### src/rtl/timer_mtime_pkg.sv
// Shared configuration for the machine timer: RTC divider, timer window,
// register offsets, reset value of mtimecmp and the byte-lane merge helper.
package timer_mtime_pkg;

  localparam int unsigned clk_divider_rtc = 1524;

  localparam logic [31:0] timer_base = 32'h0020_0000;
  localparam logic [31:0] timer_top  = 32'h0020_000F;

  localparam logic [3:0] mtime_lo    = 4'h0;
  localparam logic [3:0] mtime_hi    = 4'h4;
  localparam logic [3:0] mtimecmp_lo = 4'h8;
  localparam logic [3:0] mtimecmp_hi = 4'hC;

  localparam logic [63:0] timer_cmp_reset = 64'hFFFF_FFFF_FFFF_FFFF;

  typedef enum logic {
    BUS_IDLE,
    BUS_RESP
  } bus_state_e;

  // Replace the strobed byte lanes of oldWord with the matching lanes of wdata.
  function automatic logic [31:0] merge_bytes(input logic [31:0] oldWord,
                                              input logic [31:0] wdata,
                                              input logic [3:0]  wstrb);
    logic [31:0] result;
    result = oldWord;
    for (int i = 0; i < 4; i++) begin
      if (wstrb[i]) result[8*i +: 8] = wdata[8*i +: 8];
    end
    return result;
  endfunction

endpackage

### src/rtl/timer_prescaler.sv
// RTC prescaler: counts 0..2*DIVIDER+1 and pulses tick_o on the last count,
// giving one mtime tick every 2*(DIVIDER+1) clocks.
module timer_prescaler
  import timer_mtime_pkg::*;
#(
  parameter int unsigned DIVIDER = clk_divider_rtc
) (
  input  logic clock,
  input  logic reset,
  output logic tick_o
);

  localparam logic [31:0] CountTop = 32'(2 * DIVIDER + 1);

  logic [31:0] cnt_q;
  logic [31:0] cnt_d;

  assign tick_o = (cnt_q == CountTop);

  always_comb begin
    cnt_d = tick_o ? 32'd0 : cnt_q + 32'd1;
  end

  always_ff @(posedge clock) begin
    if (!reset) begin
      cnt_q <= 32'd0;
    end else begin
      cnt_q <= cnt_d;
    end
  end

endmodule

### src/rtl/timer_mtime.sv
// Machine timer peripheral: 64-bit mtime/mtimecmp behind a valid/ready
// data-memory handshake, with a registered machine timer interrupt.
module timer_mtime
  import timer_mtime_pkg::*;
#(
  parameter int unsigned DIVIDER   = clk_divider_rtc,
  parameter logic [63:0] CMP_RESET = timer_cmp_reset
) (
  input  logic        clock,
  input  logic        reset,
  input  logic        timer_valid,
  input  logic        timer_instr,
  input  logic [31:0] timer_addr,
  input  logic [31:0] timer_wdata,
  input  logic [3:0]  timer_wstrb,
  output logic [31:0] timer_rdata,
  output logic        timer_ready,
  output logic        timer_irpt
);

  bus_state_e  state_q, state_d;
  logic [63:0] mtime_q, mtime_d;
  logic [63:0] mtimecmp_q, mtimecmp_d;
  logic [31:0] rdata_q, rdata_d;
  logic        irpt_q, irpt_d;

  logic        tick;
  logic        accept;
  logic        doWrite;
  logic [3:0]  regOffset;
  logic [31:0] readWord;
  logic [63:0] mtimeInc;
  logic        unusedAddr;

  assign unusedAddr = ^{timer_addr[31:4], timer_addr[1:0]};

  timer_prescaler #(
    .DIVIDER(DIVIDER)
  ) uPrescaler (
    .clock (clock),
    .reset (reset),
    .tick_o(tick)
  );

  assign regOffset   = {timer_addr[3:2], 2'b00};
  assign timer_ready = (state_q == BUS_RESP);
  assign timer_rdata = rdata_q;
  assign timer_irpt  = irpt_q;

  // A request is taken only from idle, so the response cycle masks valid.
  always_comb begin
    state_d = state_q;
    accept  = 1'b0;
    case (state_q)
      BUS_IDLE: begin
        if (timer_valid) begin
          accept  = 1'b1;
          state_d = BUS_RESP;
        end
      end
      BUS_RESP: state_d = BUS_IDLE;
      default:  state_d = BUS_IDLE;
    endcase
  end

  always_comb begin
    readWord = 32'd0;
    case (regOffset)
      mtime_lo:    readWord = mtime_q[31:0];
      mtime_hi:    readWord = mtime_q[63:32];
      mtimecmp_lo: readWord = mtimecmp_q[31:0];
      mtimecmp_hi: readWord = mtimecmp_q[63:32];
      default:     readWord = 32'd0;
    endcase
  end

  // Writes land on top of the already-incremented mtime so a coincident tick
  // still reaches the bytes software did not strobe.
  always_comb begin
    doWrite    = accept && !timer_instr;
    mtimeInc   = mtime_q + 64'(tick);
    mtime_d    = mtimeInc;
    mtimecmp_d = mtimecmp_q;
    if (doWrite) begin
      case (regOffset)
        mtime_lo:    mtime_d[31:0]     = merge_bytes(mtimeInc[31:0], timer_wdata, timer_wstrb);
        mtime_hi:    mtime_d[63:32]    = merge_bytes(mtimeInc[63:32], timer_wdata, timer_wstrb);
        mtimecmp_lo: mtimecmp_d[31:0]  = merge_bytes(mtimecmp_q[31:0], timer_wdata, timer_wstrb);
        mtimecmp_hi: mtimecmp_d[63:32] = merge_bytes(mtimecmp_q[63:32], timer_wdata, timer_wstrb);
        default:     mtimecmp_d        = mtimecmp_q;
      endcase
    end
    rdata_d = rdata_q;
    if (accept) rdata_d = timer_instr ? 32'd0 : readWord;
    irpt_d = (mtime_d >= mtimecmp_d);
  end

  always_ff @(posedge clock) begin
    if (!reset) begin
      state_q    <= BUS_IDLE;
      mtime_q    <= 64'd0;
      mtimecmp_q <= CMP_RESET;
      rdata_q    <= 32'd0;
      irpt_q     <= 1'b0;
    end else begin
      state_q    <= state_d;
      mtime_q    <= mtime_d;
      mtimecmp_q <= mtimecmp_d;
      rdata_q    <= rdata_d;
      irpt_q     <= irpt_d;
    end
  end

endmodule

### config.mk
export PLATFORM = sky130hd
export DESIGN_NAME = timer_mtime
export DESIGN_NICKNAME = d
export VERILOG_FILES = /design/src/rtl/timer_mtime_pkg.sv /design/src/rtl/timer_prescaler.sv /design/src/rtl/timer_mtime.sv
export SDC_FILE = /design/constraint.sdc
export NUM_CORES = 1
export LEC_CHECK = 0
export ABC_AREA = 1
export CAP_MARGIN = 20
export CORE_MARGIN = 3
export CORE_UTILIZATION = 62
export CTS_CLUSTER_SIZE = 24
export DETAILED_ROUTE_END_ITERATION = 8
export PLACE_DENSITY = 0.93
export SYNTH_ARGS = -nofsm -noshare
export SYNTH_HDL_FRONTEND = slang
export SYNTH_SLANG_ARGS = --single-unit
### constraint.sdc
create_clock -name clock -period 6.9 [get_ports clock]
set_input_delay 1.38 -clock clock [delete_from_list [all_inputs] [get_ports clock]]
set_output_delay 1.38 -clock clock [all_outputs]
set_load 0.02 [all_outputs]
==> summary.md <==
| Metric | Value |
|---|---|
| DRC errors left | 2 |
| Initial Util | 0.644 |
| Final setup fails | 0 |
| WP data arrival | roughly 5500 ps |
| Total GRT Usage | 0.385 |
| Clk slew on worst S/H paths | 80 ps |
| Main flop type after synthesis | dfxtp_1 |
| Die Ht | ~150 um |
| R2R cell count | 24 |
| RR Startpoint | uPrescaler.cnt_q[0]$_SDFF_PP0_ |
| Crit Reg-Reg Endpoint | timer_irpt$_SDFF_PN0_ |
| Main area contributors after synthesis | dfxtp_1 31%, nand2_1 18%, inv_1 7.4% |
| Dpl cells | 2233 |
| Fin crit period | between 5000 and 6000 ps |
| Number of synthesized flops with an enable pin | 0 |
| Non-Filler Instances | 2266 |
| CTS tree | yes |
| Total power | around 2.4 mW |
| Total gr overflow | 0 |
| Hold Path Class | reg2reg |
| Area growth syn-to-layout | 12.0% |
| Main combinational cell family by area after synthesis | simple AND/OR/NAND/NOR gates |
| Die width | 147 um |
| Worst slew pin tran | 1010 ps |
| Die ar. | approximately 22000 sq um |
| Cells after Synth | 1945 |
| Post-CTS sizing | 0 |
| Post-Synth Simple-Gate Area | 0.365 |
| Row Count | 50 |
| Async S/R FF share, synth | 0 |
| Mapped cell area | around 12000 sq um |
| Final Hold Violating Endpoints | 0 |
| # H-tree levels | 4 |
| Hold Slack | 467 ps |
| Layout cell share with drive strength beyond 1 | 0.0643 |
| FF+latch count, synth | 194 |
| Normalized max-slew margin | 0.326 |
| Adder-Cell Fraction of Synth Area | 0.0690 |
| Clock Tree Buf Depth | 2 |
| Worst vdd ir | 0.166 mV |
| Post-route setup slack | about 1800 ps |
| # diodes | 0 |
| Failing checks | design-rule violations |
| Max-cap viol count | 0 |
| Post-Syn Nets | approximately 2100 |
| Vias in the first global route | 12700 |
| HPWL Detailed | 31800 um |
| First-pass GRT wire length | 66500 um |
| Internal Power | 1.73 mW |
| Clock share of power | 0.426 |
| Kind of critical path | in2reg |
| Synth top area share | 0.315 |
| RSZ-0062 raised after global routing | false |
| Achievable frequency | 196 MHz |
| P_leak | 6.25 nW |
| Post-DRT Antenna Nets | 0 |
| DR vias | 13300 |
| Initial antenna violation count | 0 |
| Hold Path Cell Cnt | 2 |
| Design Area, Final | ~14000 sq um |
| Io pins | 106 |
| Synth Area in Compound Gates | 0.138 |
| DR WL/cell | 18.5 um |
| R2r setup slk | between 1500 and 2000 ps |
| DRT Pass-1 Iters | 9 |
| Critical Path Start Type | input port |
| Critical path peak fanout | between 40 and 50 |
| Total CTS buffers | 17 |
| Sw frac | 0.274 |
| Post-synthesis mux area share | 0.00162 |
| Clk_skew | 15.6 ps |
| Hold Startpoint | uPrescaler.cnt_q[31]$_SDFF_PP0_ |
| NetSw | ~660 uW |
| Post-DP Area | around 13000 sq um |
| Post-CTS Setup Inserts | 0 |
| Latest clock arrival within the worst-skew pair | 460 ps |
| Hold-fix buffers, CTS | 0 |
| Synth area leader | dfxtp_1 |
| Setup TNS | 0 ps |
| Avg Inst Size Synth | 6.34 sq um |
| Status | complete, but fails checks |
| CP endpoint kind | flip-flop |
| Largest net degree at the start of global routing | 69 |
| Slew Limit Fails | 0 |
| Xor/xnor cell area share of the yosys netlist | 0.0135 |
| Min-Delay Endpoint | uPrescaler.cnt_q[31]$_SDFF_PP0_ |
| Core ar. | 19100 sq um |
| Final nets | 2133 |
| WL final | 41900 um |
| Initial DRC Count | 1255 |
| Port Buffer Count | 75 |
| Power density cells | 173 nW/um^2 |
| Final Core Density | 0.722 |
| Yosys warns | 0 |
| Synth cell types | 49 |
| Fin crit share | 0.740 |
| Dpl ws | between 1000 and 1500 ps |
| Worst setup startpoint | timer_valid |
| Sequential share of power | 0.483 |
| Proportion of power drawn by combinational gates | 0.092 |
| Routability congestion estimate | ~1.1 |
| Sink Count | slightly below 200 |
| Post-DR vias/cell | 5.86 |
| Seq/Total Area, Yosys | 0.315 |
| Worst path required time | 7260 ps |
| Clock Tree Root | clkbuf_16 |
[worst max path at each step]
stage | endpoint | cells after the start
finish | timer_irpt$_SDFF_PN0_ | 17
global route | timer_irpt$_SDFF_PN0_ | 17
CTS | timer_irpt$_SDFF_PN0_ | 17
detailed placement | timer_irpt$_SDFF_PN0_ | 17
global placement | timer_irpt$_SDFF_PN0_ | 16
floorplan | timer_irpt$_SDFF_PN0_ | 20
[final cells by class]
class                           count  area, sq um
Multi-Input combinational cell   1439         7240
Fill cell                        1615         5330
Sequential cell                   194         3880
Clock inverter                     14          143
Clock buffer                       18          439
Inverter                          258          971
Timing Repair Buffer               83          813
Tap cell                          260          325
[cell usage after synthesis, types with 10 or more instances]
| master | instances |
|---|---|
| clkbuf_1 | 31 |
| nor2_2 | 17 |
| inv_2 | 14 |
| xor2_1 | 16 |
| buf_2 | 20 |
| nand2_1 | 590 |
| or2_2 | 18 |
| a21oi_1 | 114 |
| o21ai_1 | 38 |
| o21ai_0 | 103 |
| nand4_1 | 41 |
| inv_1 | 242 |
| nand3_1 | 89 |
| dfxtp_1 | 194 |
| nor3_1 | 24 |
| nor2_1 | 199 |
| o22ai_1 | 49 |
| ha_1 | 68 |
| nor2_4 | 10 |
[cells by family after synthesis]
family          Yosys count
compound gates          319
xor+xnor                 19
fa+ha+maj                68
buf+inv                 312
flops                   194
mux                       2
simple gates           1031
[power groups by stage]
stage / logic (mW) / registers [mW] / clock network, mW
6_report: 0.219 / 1.15 / 1.02
5_1_grt: 0.235 / 1.16 / 1.06
4_1_cts: 0.213 / 1.15 / 1.02
3_5_place_dp: 0.210 / 1.18 / 0
3_3_place_gp: 0.205 / 1.18 / 0
2_1_floorplan: 0.111 / 1.18 / 0
[critical path: stages]
cell             delay, ps
clkdlybuf4s50_1        450
inv_1                   40
nor2_2                 170
inv_2                  100
nor2_8                 510
inv_4                  230
nor2_1                 210
nand2_1                350
nand2_1                170
o21ai_0                160
ha_1                   350
nand4_1                150
nor3_1                 690
nand2_1                130
nor2_1                 110
nand2_1                 60
a21oi_1                130
[cells in the final DEF, fill, tap and decap left out, types with 18 or more instances in the layout]
cell type / count
dfxtp_1: 194
o21ai_0: 103
nand3_1: 89
a21oi_1: 114
or2_2: 18
nor3_1: 24
ha_1: 68
o22ai_1: 49
nand4_1: 41
clkdlybuf4s50_1: 74
o21ai_1: 38
nand2_1: 590
nor2_1: 199
inv_1: 242
[sequential cells by signal, indices dropped and copies added, names as in the netlist]
name              flops
uPrescaler.cnt_q     32
timer_rdata          32
timer_irpt            1
mtimecmp_q           64
mtime_q              64
timer_ready           1
[metal layers]
metal | global-route usage | up-vias | wire [um] | share of wire
met1 | 0.495 | 6031 | 16900 | 0.40
met2 | 0.633 | 732 | 19200 | 0.46
met4 | 0.148 | 0 | 1640 | 0.039
met3 | 0.0888 | 138 | 4210 | 0.10
li1 | - | 6375 | - | -
met5 | 0 | - | 0 | 0
Note: power is estimated with default switching activity, not from simulation.
